<file path="src/rtl/sisc_ctrl_gen2.sv">
// Multi-cycle SISC control FSM: fetch/decode/execute/mem/writeback sequencing with
// data-memory handshake, timeout fault, synthesisable HALT and retired-instruction count.
module sisc_ctrl_gen2 #(
  parameter int MMW      = 4,
  parameter int CNTW     = 16,
  parameter int WAIT_MAX = 15,
  parameter int IMM_MM   = 8
) (
  input  logic            clk,
  input  logic            rst_f,
  input  logic [3:0]      opcode,
  input  logic [MMW-1:0]  mm,
  input  logic [MMW-1:0]  stat,
  input  logic            dm_ack,
  output logic            rf_we,
  output logic [1:0]      alu_op,
  output logic [1:0]      wb_sel,
  output logic            rb_sel,
  output logic            pc_sel,
  output logic            pc_write,
  output logic            pc_rst,
  output logic            ir_load,
  output logic            br_sel,
  output logic            mux_16_sel,
  output logic            swap_ctrl,
  output logic            mux4_swap_sel,
  output logic            dm_we,
  output logic            dm_re,
  output logic            halted,
  output logic            fault,
  output logic [CNTW-1:0] instr_count,
  output logic [2:0]      dbg_state
);

  typedef enum logic [2:0] {
    S_RESET, S_START, S_FETCH, S_DECODE, S_EXECUTE, S_MEM, S_WRITEBACK, S_HALT
  } state_t;

  localparam logic [3:0] OP_NOOP = 4'd0;
  localparam logic [3:0] OP_LOD  = 4'd1;
  localparam logic [3:0] OP_STR  = 4'd2;
  localparam logic [3:0] OP_SWP  = 4'd3;
  localparam logic [3:0] OP_ALU  = 4'd8;
  localparam logic [3:0] OP_HLT  = 4'd15;

  localparam int WCW = $clog2(WAIT_MAX + 1);
  localparam logic [WCW-1:0] WAIT_LAST = WCW'(WAIT_MAX - 1);
  localparam logic [MMW-1:0] IMM = MMW'(IMM_MM);

  state_t          state, state_nx;
  logic [3:0]      opcode_q;
  logic [MMW-1:0]  mm_q;
  logic [WCW-1:0]  wait_cnt;
  logic            fault_set, count_en;
  logic            is_branch, is_illegal, cond_hit, br_taken, imm_q, mem_pending;

  assign dbg_state   = state;
  assign is_branch   = (opcode[3:2] == 2'b01);
  assign is_illegal  = (opcode >= 4'd9) && (opcode <= 4'd14);
  assign cond_hit    = |(stat & mm);
  // BNE/BNR (opcode bit 1 set) take the branch on an empty mask match
  assign br_taken    = opcode[1] ? !cond_hit : cond_hit;
  assign imm_q       = (mm_q == IMM);
  assign mem_pending = (opcode_q == OP_LOD) || (opcode_q == OP_STR);

  always_ff @(posedge clk or posedge rst_f) begin
    if (rst_f) begin
      state       <= S_RESET;
      opcode_q    <= '0;
      mm_q        <= '0;
      wait_cnt    <= '0;
      fault       <= 1'b0;
      instr_count <= '0;
    end else begin
      state <= state_nx;
      if (state == S_DECODE) begin
        opcode_q <= opcode;
        mm_q     <= mm;
      end
      if (state == S_EXECUTE)
        wait_cnt <= '0;
      else if (state == S_MEM && !dm_ack)
        wait_cnt <= wait_cnt + 1'b1;
      if (fault_set)
        fault <= 1'b1;
      if (count_en)
        instr_count <= instr_count + 1'b1;
    end
  end

  always_comb begin
    state_nx      = state;
    fault_set     = 1'b0;
    rf_we         = 1'b0;
    alu_op        = 2'b00;
    wb_sel        = 2'b00;
    rb_sel        = 1'b0;
    pc_sel        = 1'b0;
    pc_write      = 1'b0;
    pc_rst        = 1'b0;
    ir_load       = 1'b0;
    br_sel        = 1'b0;
    mux_16_sel    = 1'b0;
    swap_ctrl     = 1'b0;
    mux4_swap_sel = 1'b0;
    dm_we         = 1'b0;
    dm_re         = 1'b0;
    halted        = 1'b0;
    case (state)
      S_RESET: begin
        pc_rst   = 1'b1;
        alu_op   = 2'b10;
        state_nx = S_START;
      end
      S_START: state_nx = S_FETCH;
      S_FETCH: begin
        ir_load  = 1'b1;
        pc_write = 1'b1;
        state_nx = S_DECODE;
      end
      S_DECODE: begin
        rb_sel = (opcode == OP_STR) || (opcode == OP_SWP);
        if (is_branch) begin
          if (br_taken) begin
            pc_sel   = 1'b1;
            pc_write = 1'b1;
            br_sel   = !opcode[0];
          end
          state_nx = S_FETCH;
        end else if (opcode == OP_NOOP) begin
          state_nx = S_FETCH;
        end else if (opcode == OP_HLT) begin
          state_nx = S_HALT;
        end else if (is_illegal) begin
          state_nx  = S_HALT;
          fault_set = 1'b1;
        end else begin
          state_nx = S_EXECUTE;
        end
      end
      S_EXECUTE: begin
        case (opcode_q)
          OP_ALU: alu_op = imm_q ? 2'b01 : 2'b00;
          OP_LOD: begin
            alu_op = imm_q ? 2'b11 : 2'b10;
            wb_sel = 2'd1;
          end
          OP_STR: alu_op = imm_q ? 2'b11 : 2'b10;
          OP_SWP: begin
            swap_ctrl = 1'b1;
            wb_sel    = 2'd2;
          end
          default: ;
        endcase
        state_nx = S_MEM;
      end
      S_MEM: begin
        case (opcode_q)
          OP_LOD: begin
            dm_re      = 1'b1;
            wb_sel     = 2'd1;
            mux_16_sel = imm_q;
          end
          OP_STR: dm_we = 1'b1;
          OP_SWP: begin
            rf_we  = 1'b1;
            wb_sel = 2'd2;
          end
          default: ;
        endcase
        // Timeout fires on the WAIT_MAX-th unacknowledged cycle
        if (!mem_pending || dm_ack) begin
          state_nx = S_WRITEBACK;
        end else if (wait_cnt == WAIT_LAST) begin
          state_nx  = S_HALT;
          fault_set = 1'b1;
        end
      end
      S_WRITEBACK: begin
        case (opcode_q)
          OP_ALU: rf_we = 1'b1;
          OP_LOD: begin
            rf_we      = 1'b1;
            wb_sel     = 2'd1;
            mux_16_sel = imm_q;
          end
          OP_SWP: begin
            rf_we         = 1'b1;
            wb_sel        = 2'd3;
            mux4_swap_sel = 1'b1;
          end
          default: ;
        endcase
        state_nx = S_FETCH;
      end
      S_HALT: halted = 1'b1;
      default: state_nx = S_RESET;
    endcase
    count_en = (state_nx == S_FETCH) && ((state == S_DECODE) || (state == S_WRITEBACK));
  end

endmodule

</file>
<file path="config.mk">
export PLATFORM = sky130hd
export DESIGN_NAME = sisc_ctrl_gen2
export DESIGN_NICKNAME = d
export VERILOG_FILES = /design/src/rtl/sisc_ctrl_gen2.sv
export SDC_FILE = /design/constraint.sdc
export NUM_CORES = 1
export LEC_CHECK = 0
export ABC_AREA = 1
export ABC_CLOCK_PERIOD_IN_PS = 1600
export BUFFER_PORTS_ARGS = -buffer_cell sky130_fd_sc_hd__buf_4
export CAP_MARGIN = 10
export CORE_UTILIZATION = 53
export CTS_CLUSTER_DIAMETER = 150
export DETAILED_ROUTE_END_ITERATION = 7
export PLACE_DENSITY = 0.89
export SETUP_SLACK_MARGIN = 0.15
export SLEW_MARGIN = 20
export SYNTH_ARGS = -nofsm -noshare
export SYNTH_HDL_FRONTEND = slang
export SYNTH_SLANG_ARGS = --single-unit
</file>
<file path="constraint.sdc">
create_clock -name clk -period 1.6 [get_ports clk]
set_input_delay 0.32 -clock clk [delete_from_list [all_inputs] [get_ports clk]]
set_output_delay 0.32 -clock clk [all_outputs]
set_load 0.01 [all_outputs]
</file>
* After elaboration in Yosys (flattened, before gate mapping)
Index checks and enable logic that the tools add are counted.
** Word-level totals
- Memories :: 0
- RAM bits :: 0
- Memory bits (read-only) :: 0
- Input port bits :: 15
- Word-level logic and storage cells :: 95
- Latch bits :: 0
- Output and inout port bits :: 37
- Register bits :: 32
** Cells by class
- Divide/modulo/power cells :: 0
- Shifts and indexed selects :: 0
- $add $sub $neg :: 2
- Muxes and demuxes :: 46
- $lt $le $gt $ge :: 2
- Multiply operators :: 0
- Bitwise operators :: 1
- Eq/ne operators :: 18
- Reduce and logical (&&, ||, !) cells :: 20
** Operators with widths (number)
- 2-to-1 mux 1 bit :: 29
- one-hot mux 2 bit (2 select lines) :: 5
- one-hot mux 3 bit (6 select lines) :: 1
- adder 16 x 1 -> 16 bit (second input constant) :: 1
- equality test 4 x 2 -> 1 bit (second input constant) :: 4
- equality test 4 bit (second input constant) :: 4
- equality test 3 bit (second input constant) :: 4
- 2-to-1 mux 3 bit :: 4
- equality test 3 x 2 -> 1 bit (second input constant) :: 3
- 2-to-1 mux 4 bit :: 2
- OR reduction 2 bit :: 4
- one-hot mux 1 bit (2 select lines) :: 3
- adder 4 x 1 -> 4 bit (second input constant) :: 1
- AND 4 bit :: 1
- equality test 4 x 1 -> 1 bit (second input constant) :: 1
- greater-or-equal comparator 4 bit (second input constant) :: 1
- less-or-equal comparator 4 bit (second input constant) :: 1
- logical NOT 1 bit :: 4
- logical NOT 4 bit :: 1
- logical OR 1 bit :: 4
- 2-to-1 mux 2 bit :: 2
- OR reduction 4 bit :: 1
- equality test 3 x 1 -> 1 bit (second input constant) :: 1
- logical AND 1 bit :: 3
- other kinds (4) :: 4

* Logic depth before layout (Yosys ltp)
Gate-level depths: netlist of run 1.
- Depth in word-level cells :: 9
- Mapped depth :: 10
- Mapped depth without buffers :: 9

* Worst setup path before layout of run 1
OpenSTA, ideal clock, no wires.
- Path kind :: register to output
- From :: reg state[2] (netlist: dbg_state[2])
- To :: out rb_sel
- Stages on the path, launching flop included :: 6
- Data arrival time :: 1225 ps
- Path buffers :: 2
- Setup slack :: 55 ps
- Required time :: 1280 ps
- Cell sequence :: dfrtp_1 buf_4 nor2_4 buf_2 nand2_1 nor3_1
** Between the ends
- Cells in the longest elaborated chain, start to end :: 2
** Ends and longest elaborated chain
- start: declaration :: line 50 : state_t state, state_nx;
- start signal: assignment :: line 75 : state <= state_nx;
- equality test 3 x 2 -> 1 bit :: line 109 : case (state)
- 2-to-1 mux 1 bit :: line 109
- end: declaration :: line 18 : output logic rb_sel,
Every way passes these cells.

* Worst setup path in the final report of run 1
- From :: reg state[0] (netlist: dbg_state[0])
- To :: out pc_write
** Between the ends
- Cells in the longest elaborated chain, start to end :: 2
- Elaborated cells between the ends (all ways) :: 3
- Those cells by class :: eq/ne: 2; mux: 1
** Ends and longest elaborated chain
- equality test 3 x 2 -> 1 bit :: line 109
- one-hot mux 1 bit (2 select lines) * :: line 109
- end: declaration :: line 20 : output logic pc_write,
Mark *: on every way between the ends. The rest lies on a longest branch, timed or not.

==> summary.txt, run 1 <==
CTS
  – Deepest clock path buffer count: 2
  – H-tree depth: 2
  – Root buffer cell: clkbuf_8
  – Worst-Skew Late Latency: 0.30 ns
  – TritonCTS clock tree: built
  – CTS Buf Count: 5
  – Clock Sinks: 32
  – Worst-path clk slew: 0.07 ns

Global route
  – Total track usage: 38.42%
  – Initial antenna violation count: 1
  – Vias in the first global route: 2436
  – Pin count of the biggest net entering global routing: 24
  – First-pass GRT wire length: 11550 um
  – GRT overflow: 0

Timing
  – Clock skew: 0.006115 ns
  – Hold Vio Cnt, Final: 0
  – Slew margin rel.: 45.87%
  – Fin crit share: 121.4%
  – Final Slew Violations: 0
  – Achievable Freq: 0.5150 GHz
  – Worst Slack Setup Final: -0.3417 ns
  – Endpoints failing setup: 35
  – Final min period: 1.942 ns
  – Unrepaired setup endpoints after global routing: yes
  – Worst Tran Pin Value: 0.8034 ns

Critical path
  – CP endpoint kind: primary output
  – Worst Setup Path Type: flip-flop to primary output
  – Bufs and invs on worst path: 1
  – CP arrival: 1.62 ns
  – Worst path cell trace: nand2_4, nor2_4, nand2_2, nor2_2, nand3_2, o21ai_1, buf_4
  – Crit path max fanout: 6
  – Max incr delay on CP: 0.46 ns
  – Slowest library cell on the worst path: dfrtp_2
  – Required time of the critical path: 1.28 ns
  – Family with the most delay on the worst path: simple AND/OR/NAND/NOR gates
  – CP startpoint kind: flip-flop

Yosys
  – Syn_nets: 309
  – Cell area after synthesis: 1973 um2
  – Yosys warning total: 0
  – Post-synthesis cell type count: 24
  – Syn_area_per_cell: 6.781 um2
  – Seq/Total Area, Yosys: 40.58%
  – Mapped Cells: 291
  – Yosys reg bits: 32

Finish
  – Layout area overhead: 60.62%
  – Ant. Diodes: 0
  – Non-Filler Instances: 429
  – Layout cells sized above 1: 42.30%
  – Nets: 400
  – Fin area: 3169 um2

Hold path
  – Min-Delay Path Class: input pin to asynchronous set/reset pin

Power and ir drop
  – Final Total Pwr: 5.965 mW
  – Pwr Density: 1882 nW/um2
  – Worst VDD drop: 1.389 mV
  – Leakage: 1.594 nW

Placement
  – Cells after DPL: 390
  – Placed Area: 2444 um2
  – Detailed Place HPWL: 3464 um
  – I/O Buffers: 51
  – RePlAce Congestion: 0.8499
  – Place WS: 0.02689 ns

Status
  – Failing checks: DRC, setup timing
  – Status: finished with violations

Route
  – Drt initial violations: 705
  – Routed len/inst: 23.27 um
  – Vias: 2901
  – Final wirelength: 9981 um
  – Via density: 6.762
  – 1st-pass router iterations: 8
  – Antenna Nets Post-Route: 0
  – DRC viols: 124

Floorplanning
  – Core Area: 3442 um2
  – Starting Density: 57.32%
  – Top-level port count: 52
  – Die Span Y: 63.02 um
  – Die ar.: 3971 um2
  – Die Wd: 63.02 um
  – Cell Rows: 21

Job
  – Max cap viols: 0
[layer usage]
layer | up-vias | share of wire [%] | wire length, um | GRT usage (%)
met3 | 156 | 14 | 1355 | 9.489
li1 | 1093 | - | - | -
met4 | 0 | 12 | 1159 | 25.00
met1 | 1309 | 32 | 3243 | 44.20
met2 | 343 | 42 | 4223 | 63.04
met5 | - | 0 | 0 | 0
[area by class of cell]
type	count	area, um2
Fill cell	128	272.8
Clock inverter	1	30.03
Multi-Input combinational cell	222	1231
Sequential cell	32	807.0
Timing Repair inverter	1	6.256
Tap cell	46	57.56
Inverter	32	135.1
Clock buffer	7	96.34
Timing Repair Buffer	88	805.8
[kinds of logic after synthesis]
logic type                 share of synthesized area (%)
DFF                                                40.58
and+or+nand+nor                                    40.39
xor gates and xnor gates                           3.107
AOI/OAI and AO/OA                                  5.771
buffers and inverters                              8.243
adders and majority gates                          1.903
[report_power, final]
| group | switching, mW | internal, mW |
|---|---|---|
| combinational | 2.04 | 1.70 |
| clock | 0.332 | 0.549 |
| sequential | 0.315 | 1.03 |
[Yosys cell counts (all sizes together)]
master / number / area, um2
nor3: 3 / 15.01
nor2: 37 / 156.4
a21oi: 6 / 30.03
buf: 5 / 42.53
o22ai: 1 / 6.260
xor2: 2 / 17.52
nand3b: 1 / 7.510
dfrtp: 32 / 800.8
or2: 1 / 6.260
nand3: 19 / 100.1
o21ai: 14 / 70.07
nand2: 120 / 455.4
ha: 3 / 37.54
nand4: 9 / 56.30
inv: 32 / 120.1
xnor2: 5 / 43.79
o211ai: 1 / 7.510
[worst register-to-register path, stage by stage (launching register included)]
cell and delay (ns):
dfrtp_2 0.46, nand2_4 0.09, nor2_4 0.13, buf_4 0.13, buf_6 0.11, buf_8 0.12
inv_6 0.04, nand2_4 0.05, nand3_4 0.10, buf_12 0.17, buf_8 0.14, o21ai_1 0.26
[worst paths after layout]
| check | startpoint | end | slack [ns] | depth (start not counted) |
|---|---|---|---|---|
| worst min-delay path | rst_f | instr_count[10] | 0.03 | 2 |
| worst min register to register | mm_q[2] | mm_q[2] | 0.55 | 2 |
| worst max-delay path | dbg_state[0] | pc_write | -0.34 | 7 |
| min in group clk | mm[2] | mm_q[2] | 0.26 | 3 |
| worst max register to register | dbg_state[0] | instr_count[5] | -0.32 | 11 |
| max in group asynchronous | rst_f | opcode_q[0] | 1.07 | 3 |
[state kept, by name (all words and copies together), names as in the netlist]
register / count
opcode_q: 4
dbg_state: 3
mm_q: 4
wait_cnt: 4
instr_count: 16
fault: 1
[placed cells by master, fill, tap and decap left out, types with 4 or more instances in the layout]
master / count
nand2_2: 24
dfrtp_1: 27
inv_1: 24
buf_4: 69
nand3_1: 14
inv_2: 5
o21ai_0: 7
nand4_1: 9
buf_6: 12
nor2_4: 6
xnor2_1: 5
nor2_1: 28
nand2_1: 88
dfrtp_2: 5
a21oi_1: 4
clkbuf_8: 7
nand2_4: 8
o21ai_1: 6
[timing repair]
action | CTS | global route
hold buffers | 0 | 0
gates resized for setup | 50 | 50
cloned | 3 | 1
endpoints found under the hold margin | 0 | 0
pin swaps | 23 | 19
setup buffers | 16 | 11
endpoints found under the setup margin | 32 | 40
[metrics by stage]
step / TNS, ns / util [%] / hold WS, ns
5_1_grt: -9.992 / 92.08 / 0.05602
3_5_place_dp: 0 / 70.99 / 0.3461
6_report: -7.360 / 92.08 / 0.02595
3_3_place_gp: 0 / 70.99 / 0.3432
4_1_cts: -1.381 / 84.70 / 0.03594
2_1_floorplan: 0 / - / 0.4361
(Power assumes the default switching activity.)
==> inputs of run 2 (changes only) <==
--- a/config.mk
+++ b/config.mk
@@ -9,10 +9,10 @@
 export ABC_CLOCK_PERIOD_IN_PS = 1600
 export BUFFER_PORTS_ARGS = -buffer_cell sky130_fd_sc_hd__buf_4
 export CAP_MARGIN = 10
-export CORE_UTILIZATION = 53
+export CORE_UTILIZATION = 50
 export CTS_CLUSTER_DIAMETER = 150
 export DETAILED_ROUTE_END_ITERATION = 7
-export PLACE_DENSITY = 0.89
+export PLACE_DENSITY = 0.85
 export SETUP_SLACK_MARGIN = 0.15
 export SLEW_MARGIN = 20
 export SYNTH_ARGS = -nofsm -noshare
==> summary.txt, run 2 (synthesis results as in run 1) <==
Route
  – Antenna Nets Post-Route: 0 (unchanged)
  – Final wirelength: 5783 um (-42%)
  – Max layer used: met4
  – Drt initial violations: 217 (-69%)
  – Routed len/inst: 13.83 um (-41%)
  – DRC viols: 0 (-100%)
  – 1st-pass router iterations: 5 (-3)
  – Via density: 5.337 (-21%)
  – Met1 Routed Length: 2326 um (-28%)
  – Vias: 2231 (-23%)
  – Met2 wire len: 2950 um (-30%)
  – Met3 routed WL: 338 um (-75%)

Finish
  – Fillers: 269 (+110%)
  – Fin area: 2855 um2 (-9.9%)
  – Ant. Diodes: 0 (unchanged)
  – Layout area overhead: 44.71%
  – Nets: 387 (-3.3%)
  – Commonest non-fill, non-tap cell in the layout: nand2_1
  – Largest register FFs: 16 (unchanged)
  – Non-Filler Instances: 418 (-2.6%)
  – Most flops, register: instr_count
  – Layout cells sized above 1: 35.41% (-6.9 points)
  – Commonest non-fill, non-tap cells in the layout: nand2_1 (99), buf_4 (69), dfrtp_1 (30), nor2_1 (28), inv_1 (27)

Timing
  – Worst Slack Setup Final: -0.2027 ns (+0.1390 ns)
  – Hold Vio Cnt, Final: 0 (unchanged)
  – Worst hold slack: 0.1243 ns (+0.09837 ns)
  – Fin crit share: 112.7% (-8.7 points)
  – Unrepaired setup endpoints after global routing: yes
  – Final Slew Violations: 0 (unchanged)
  – Worst Tran Pin Value: 0.5718 ns (-0.2316 ns)
  – Slew margin rel.: 61.48% (+16 points)
  – Final min period: 1.803 ns (-0.1390 ns)
  – Clock skew: 0.01344 ns (+0.007324 ns)
  – Achievable Freq: 0.5547 GHz (+7.7%)
  – Setup TNS: -1.896 ns (+5.464 ns)
  – Endpoints failing setup: 19 (-46%)

Critical path
  – R2r startpoint: dbg_state[1]
  – Worst reg2reg endpoint: instr_count[0]
  – Worst path cell trace: nor2_4, nand3_4, nand2_2, inv_2, nand2_1, nand2_1, inv_1, buf_4
  – Worst Setup Path Type: flip-flop to primary output
  – CP Launch Point: opcode_q[2]
  – R2R setup slack: -0.03 ns (+0.29 ns)
  – Most used cell, CP: nand2_1
  – Required time of the critical path: 1.28 ns (about the same)
  – CP startpoint kind: flip-flop
  – Crit path max fanout: 5 (-1)
  – CP arrival: 1.48 ns (-0.14 ns)
  – Slowest library cell on the worst path: dfrtp_1
  – R2r worst-path depth: 11 (unchanged)
  – Max incr delay on CP: 0.42 ns (-0.04 ns)
  – CP endpoint kind: primary output
  – Worst setup path endpoint: alu_op[0]

Floorplanning
  – Die ar.: 4202 um2 (+5.8%)
  – Cell Rows: 22 (+4.8%)
  – Starting Density: 53.10% (-4.2 points)
  – Core Area: 3716 um2 (+8.0%)
  – Top-level port count: 52 (unchanged)
  – Die Span Y: 64.82 um (+2.9%)
  – Die Wd: 64.82 um (+2.9%)

CTS
  – Root buffer cell: clkbuf_8
  – Clock Sinks: 32 (unchanged)
  – Post-CTS Hold Buffers: 0 (unchanged)
  – Worst-path clk slew: 0.07 ns (about the same)
  – H-tree depth: 2 (unchanged)
  – CTS Buf Count: 5 (unchanged)
  – Worst-Skew Late Latency: 0.29 ns (about the same)
  – Deepest clock path buffer count: 2 (unchanged)
  – TritonCTS clock tree: built

Placement
  – Placed Area: 2456 um2 (+0.51%)
  – Detailed Place HPWL: 3465 um (about the same)
  – I/O Buffers: 51 (unchanged)
  – Cells after DPL: 395 (+1.3%)
  – RePlAce Congestion: 0.8768 (+3.2%)

Power and ir drop
  – Pwr Density: 1548 nW/um2 (-18%)
  – Leakage: 1.446 nW (-9.3%)
  – Final Total Pwr: 4.419 mW (-26%)
  – Worst VDD drop: 0.9707 mV (-30%)

Global route
  – GRT overflow: 0 (unchanged)
  – Initial antenna violation count: 0 (-1)
  – Total track usage: 27.60% (-11 points)
  – First-pass GRT wire length: 8887 um (-23%)
  – Pin count of the biggest net entering global routing: 33 (+38%)
  – Vias in the first global route: 2092 (-14%)

Status
  – Status: finished with violations
  – Failing checks: setup timing

Hold path
  – Min-Delay Path Class: input pin to asynchronous set/reset pin

Job
  – Max cap viols: 0 (unchanged)
==> run 2: through the flow <==
step | setup slack (ns) | utilization [%]
3_5_place_dp | 0.03732 | 66.09
3_3_place_gp | 0.09798 | 66.09
6_report | -0.2027 | 76.84
5_1_grt | -0.2743 | 76.84
4_1_cts | -0.1791 | 74.38
2_1_floorplan | 0.1682 | -
==> run 2: worst max-delay path: cells and delay by family, from the launching register on <==
family	cells	cell delay, ns
buf+inv	3	0.21
flops	1	0.42
simple gates	5	0.57
==> run 2: final cells by class <==
class	instances	area [um2]	share of cell area, %
tap	48	60.06	2.103
multi-input combinational	222	1166	40.84
inverter	32	125.1	4.382
timing repair buffer	76	600.6	21.03
clock buffer	8	100.1	3.506
sequential	32	803.3	28.13
==> run 2: where the power goes <==
group / leakage (nW) / internal, mW / switching, mW
combinational: 0.982 / 1.07 / 1.40
sequential: 0.413 / 1.02 / 0.228
clock: 0.0515 / 0.393 / 0.311
total: 1.45 / 2.48 / 1.94
==> run 2: repair_timing <==
action,CTS,global route
buffers inserted,12,2
resized for setup,38,21
gates cloned,1,0
endpoints found under the setup margin,33,38
pin swaps,13,11
==> run 2: worst min path at each step <==
stage	startpoint	endpoint	slack (ns)
after floorplan	rst_f	dbg_state[2]	0.44
after global placement	rst_f	wait_cnt[1]	0.43
after detailed placement	rst_f	wait_cnt[0]	0.45
after CTS	rst_f	instr_count[4]	0.15
after global routing	rst_f	wait_cnt[1]	0.15
final	rst_f	dbg_state[0]	0.12
==> run 2: layer usage <==
layer / up-vias / GRT usage, %
li1: 1066 / -
met3: 16 / 5.458
met1: 1045 / 31.76
met5: - / 0
met4: 0 / 16.39
met2: 104 / 47.01
==> inputs of run 3 (changes only) <==
--- a/config.mk
+++ b/config.mk
@@ -6,7 +6,7 @@
 export NUM_CORES = 1
 export LEC_CHECK = 0
 export ABC_AREA = 1
-export ABC_CLOCK_PERIOD_IN_PS = 1600
+export ABC_CLOCK_PERIOD_IN_PS = 2100
 export BUFFER_PORTS_ARGS = -buffer_cell sky130_fd_sc_hd__buf_4
 export CAP_MARGIN = 10
 export CORE_UTILIZATION = 50
==> constraint.sdc (replaced) <==
create_clock -name clk -period 2.1 [get_ports clk]
set_input_delay 0.42 -clock clk [delete_from_list [all_inputs] [get_ports clk]]
set_output_delay 0.42 -clock clk [all_outputs]
set_load 0.01 [all_outputs]
==> summary.txt, run 3 (synthesis results as in run 1) <==
Critical path
  – CP startpoint kind: flip-flop
  – Most used cell, CP: inv_2
  – CP endpoint kind: primary output
  – CP arrival: 1.54 ns (+0.06 ns)
  – Max incr delay on CP: 0.43 ns (about the same)
  – R2r startpoint: dbg_state[2]
  – Worst path cell trace: inv_2, nor2_2, nand2_2, nor2_1, nand2_1, inv_2, buf_4
  – R2r worst-path depth: 10 (-1)
  – Crit path max fanout: 5 (unchanged)
  – Required time of the critical path: 1.68 ns (+0.40 ns)
  – R2R setup slack: 0.31 ns (+0.34 ns)
  – Slowest library cell on the worst path: dfrtp_2
  – Worst Setup Path Type: flip-flop to primary output
  – Worst reg2reg endpoint: instr_count[1]

Route
  – Vias: 2164 (-3.0%)
  – Routed len/inst: 13.30 um (-3.9%)
  – Final wirelength: 5358 um (-7.3%)
  – 1st-pass router iterations: 4 (-1)
  – Drt initial violations: 200 (-7.8%)
  – Via density: 5.370 (+0.61%)
  – Antenna Nets Post-Route: 0 (unchanged)
  – DRC viols: 0 (unchanged)

Floorplanning
  – Die ar.: 4202 um2 (unchanged)
  – Starting Density: 53.10% (unchanged)
  – Die Wd: 64.82 um (unchanged)
  – Die Span Y: 64.82 um (unchanged)
  – Core Area: 3716 um2 (unchanged)
  – Cell Rows: 22 (unchanged)
  – Top-level port count: 52 (unchanged)

Timing
  – Slew margin rel.: 72.70% (+11 points)
  – Achievable Freq: 0.5103 GHz
  – Fin crit share: 93.32%
  – Worst Tran Pin Value: 0.4095 ns (-0.1623 ns)
  – Unrepaired setup endpoints after global routing: yes
  – Final min period: 1.960 ns
  – Setup TNS: 0 ns (+1.896 ns)
  – Clock skew: 0.006181 ns (-0.007258 ns)
  – Endpoints failing setup: 0 (-19)
  – Final Slew Violations: 0 (unchanged)
  – Hold Vio Cnt, Final: 0 (unchanged)
  – Worst Slack Setup Final: 0.1403 ns (+0.3430 ns)

Finish
  – Commonest non-fill, non-tap cell in the layout: nand2_1
  – Nets: 373 (-3.6%)
  – Fillers: 301 (+12%)
  – Ant. Diodes: 0 (unchanged)
  – Layout cells sized above 1: 27.32% (-8.1 points)
  – Largest register FFs: 16 (unchanged)
  – Commonest non-fill, non-tap cells in the layout: nand2_1 (114), buf_4 (61), nor2_1 (31), dfrtp_1 (29), inv_1 (26)
  – Fin area: 2633 um2 (-7.8%)
  – Most flops, register: instr_count
  – Layout area overhead: 33.42%

Power and ir drop
  – Pwr Density: 1109 nW/um2 (-28%)
  – Switch share: 45.34% (+1.5 points)
  – Net switching power: 1.324 mW (-32%)
  – Worst VDD drop: 0.8142 mV (-16%)
  – Clk pwr share: 15.2% (-0.7 points)
  – Combinational share of power: 51.1% (-4.7 points)
  – Leakage: 1.340 nW (-7.4%)
  – Sequential share of power: 33.7% (+5.4 points)
  – Pint: 1.596 mW (-36%)

Global route
  – Pin count of the biggest net entering global routing: 33 (unchanged)
  – Initial antenna violation count: 0 (unchanged)
  – Vias in the first global route: 1986 (-5.1%)
  – GRT overflow: 0 (unchanged)
  – Total track usage: 27.06% (-0.54 points)
  – First-pass GRT wire length: 8611 um (-3.1%)

CTS
  – Deepest clock path buffer count: 2 (unchanged)
  – CTS Buf Count: 5 (unchanged)
  – Worst-Skew Late Latency: 0.29 ns (about the same)
  – H-tree depth: 2 (unchanged)
  – Root buffer cell: clkbuf_8
  – Worst-path clk slew: 0.07 ns (about the same)
  – TritonCTS clock tree: built
  – Clock Sinks: 32 (unchanged)

Placement
  – Placed Area: 2389 um2 (-2.8%)
  – Place WS: 0.2699 ns (+0.2326 ns)
  – RePlAce Congestion: 0.9034 (+3.0%)
  – Detailed Place HPWL: 3440 um (-0.73%)
  – I/O Buffers: 51 (unchanged)

Job
  – Max cap viols: 0 (unchanged)

Status
  – Status: complete, no violations

Hold path
  – Min-Delay Path Class: input pin to asynchronous set/reset pin
## run 3: changes by cell type in the layout (fill, tap and decap cells not counted), moves of 3 or more
cell / before / now
nor2_2: 5 / 2
nand2_1: 99 / 114
buf_6: 6 / 0
nand2_2: 17 / 4
buf_4: 69 / 61
nor2_1: 28 / 31
o21ai_0: 10 / 13
o21ai_1: 4 / 1
## run 3: stage by stage
stage | utilization (%) | hold WS (ns) | power (mW) | cells
after floorplan | - | 0.4426 | 1.757 | 291
after global placement | 64.28 | 0.4585 | 2.047 | 387
after detailed placement | 64.28 | 0.4610 | 2.092 | 387
after CTS | 68.52 | 0.2360 | 2.689 | 401
after global routing | 70.84 | 0.2528 | 3.105 | 403
final | 70.84 | 0.2248 | 2.920 | 403
## run 3: worst max path at each step
stage | from | to | slack, ns | depth (start not counted)
4_1_cts | dbg_state[0] | wb_sel[0] | 0.15 | 6
5_1_grt | dbg_state[1] | pc_write | 0.07 | 7
3_3_place_gp | dbg_state[2] | pc_write | 0.31 | 6
3_5_place_dp | dbg_state[1] | pc_write | 0.27 | 7
2_1_floorplan | dbg_state[2] | rb_sel | 0.46 | 5
6_report | dbg_state[2] | alu_op[0] | 0.14 | 7
## run 3: critical path, delay by kind of cell, from the launching register on
| family | cells | cell delay (ns) |
|---|---|---|
| and+or+nand+nor | 4 | 0.56 |
| DFF | 1 | 0.43 |
| buffers and inverters | 3 | 0.27 |
## run 3: cell type report
type	count	area, um2	share of cell area, %
tap	48	60.06	2.281
multi-input combinational	222	1090	41.40
sequential	32	804.5	30.56
inverter	32	122.6	4.658
timing repair buffer	62	478.0	18.16
clock buffer	6	72.57	2.757
clock inverter	1	5.005	0.1901
## run 3: what timing repair did
| item | 4_1_cts | 5_1_grt |
|---|---|---|
| hold buffers | 0 | 0 |
| buffers inserted | 7 | 2 |
| pin swaps | 2 | 5 |
| resized for setup | 5 | 22 |
| setup endpoints to repair | 9 | 25 |
## run 3: power by group through the flow
stage / Combinational (mW) / Sequential [mW] / Clock, mW
finish: 1.49 / 0.985 / 0.443
global route: 1.62 / 1.00 / 0.488
CTS: 1.29 / 0.952 / 0.446
detailed placement: 1.13 / 0.963 / 0
global placement: 1.10 / 0.952 / 0
floorplan: 0.824 / 0.933 / 0
## run 3: layer usage
| layer | routed length, um | GRT usage (%) |
|---|---|---|
| met4 | 179 | 10.83 |
| met5 | 0 | 0 |
| met1 | 2105 | 31.69 |
| met2 | 2792 | 47.14 |
| met3 | 281 | 6.338 |
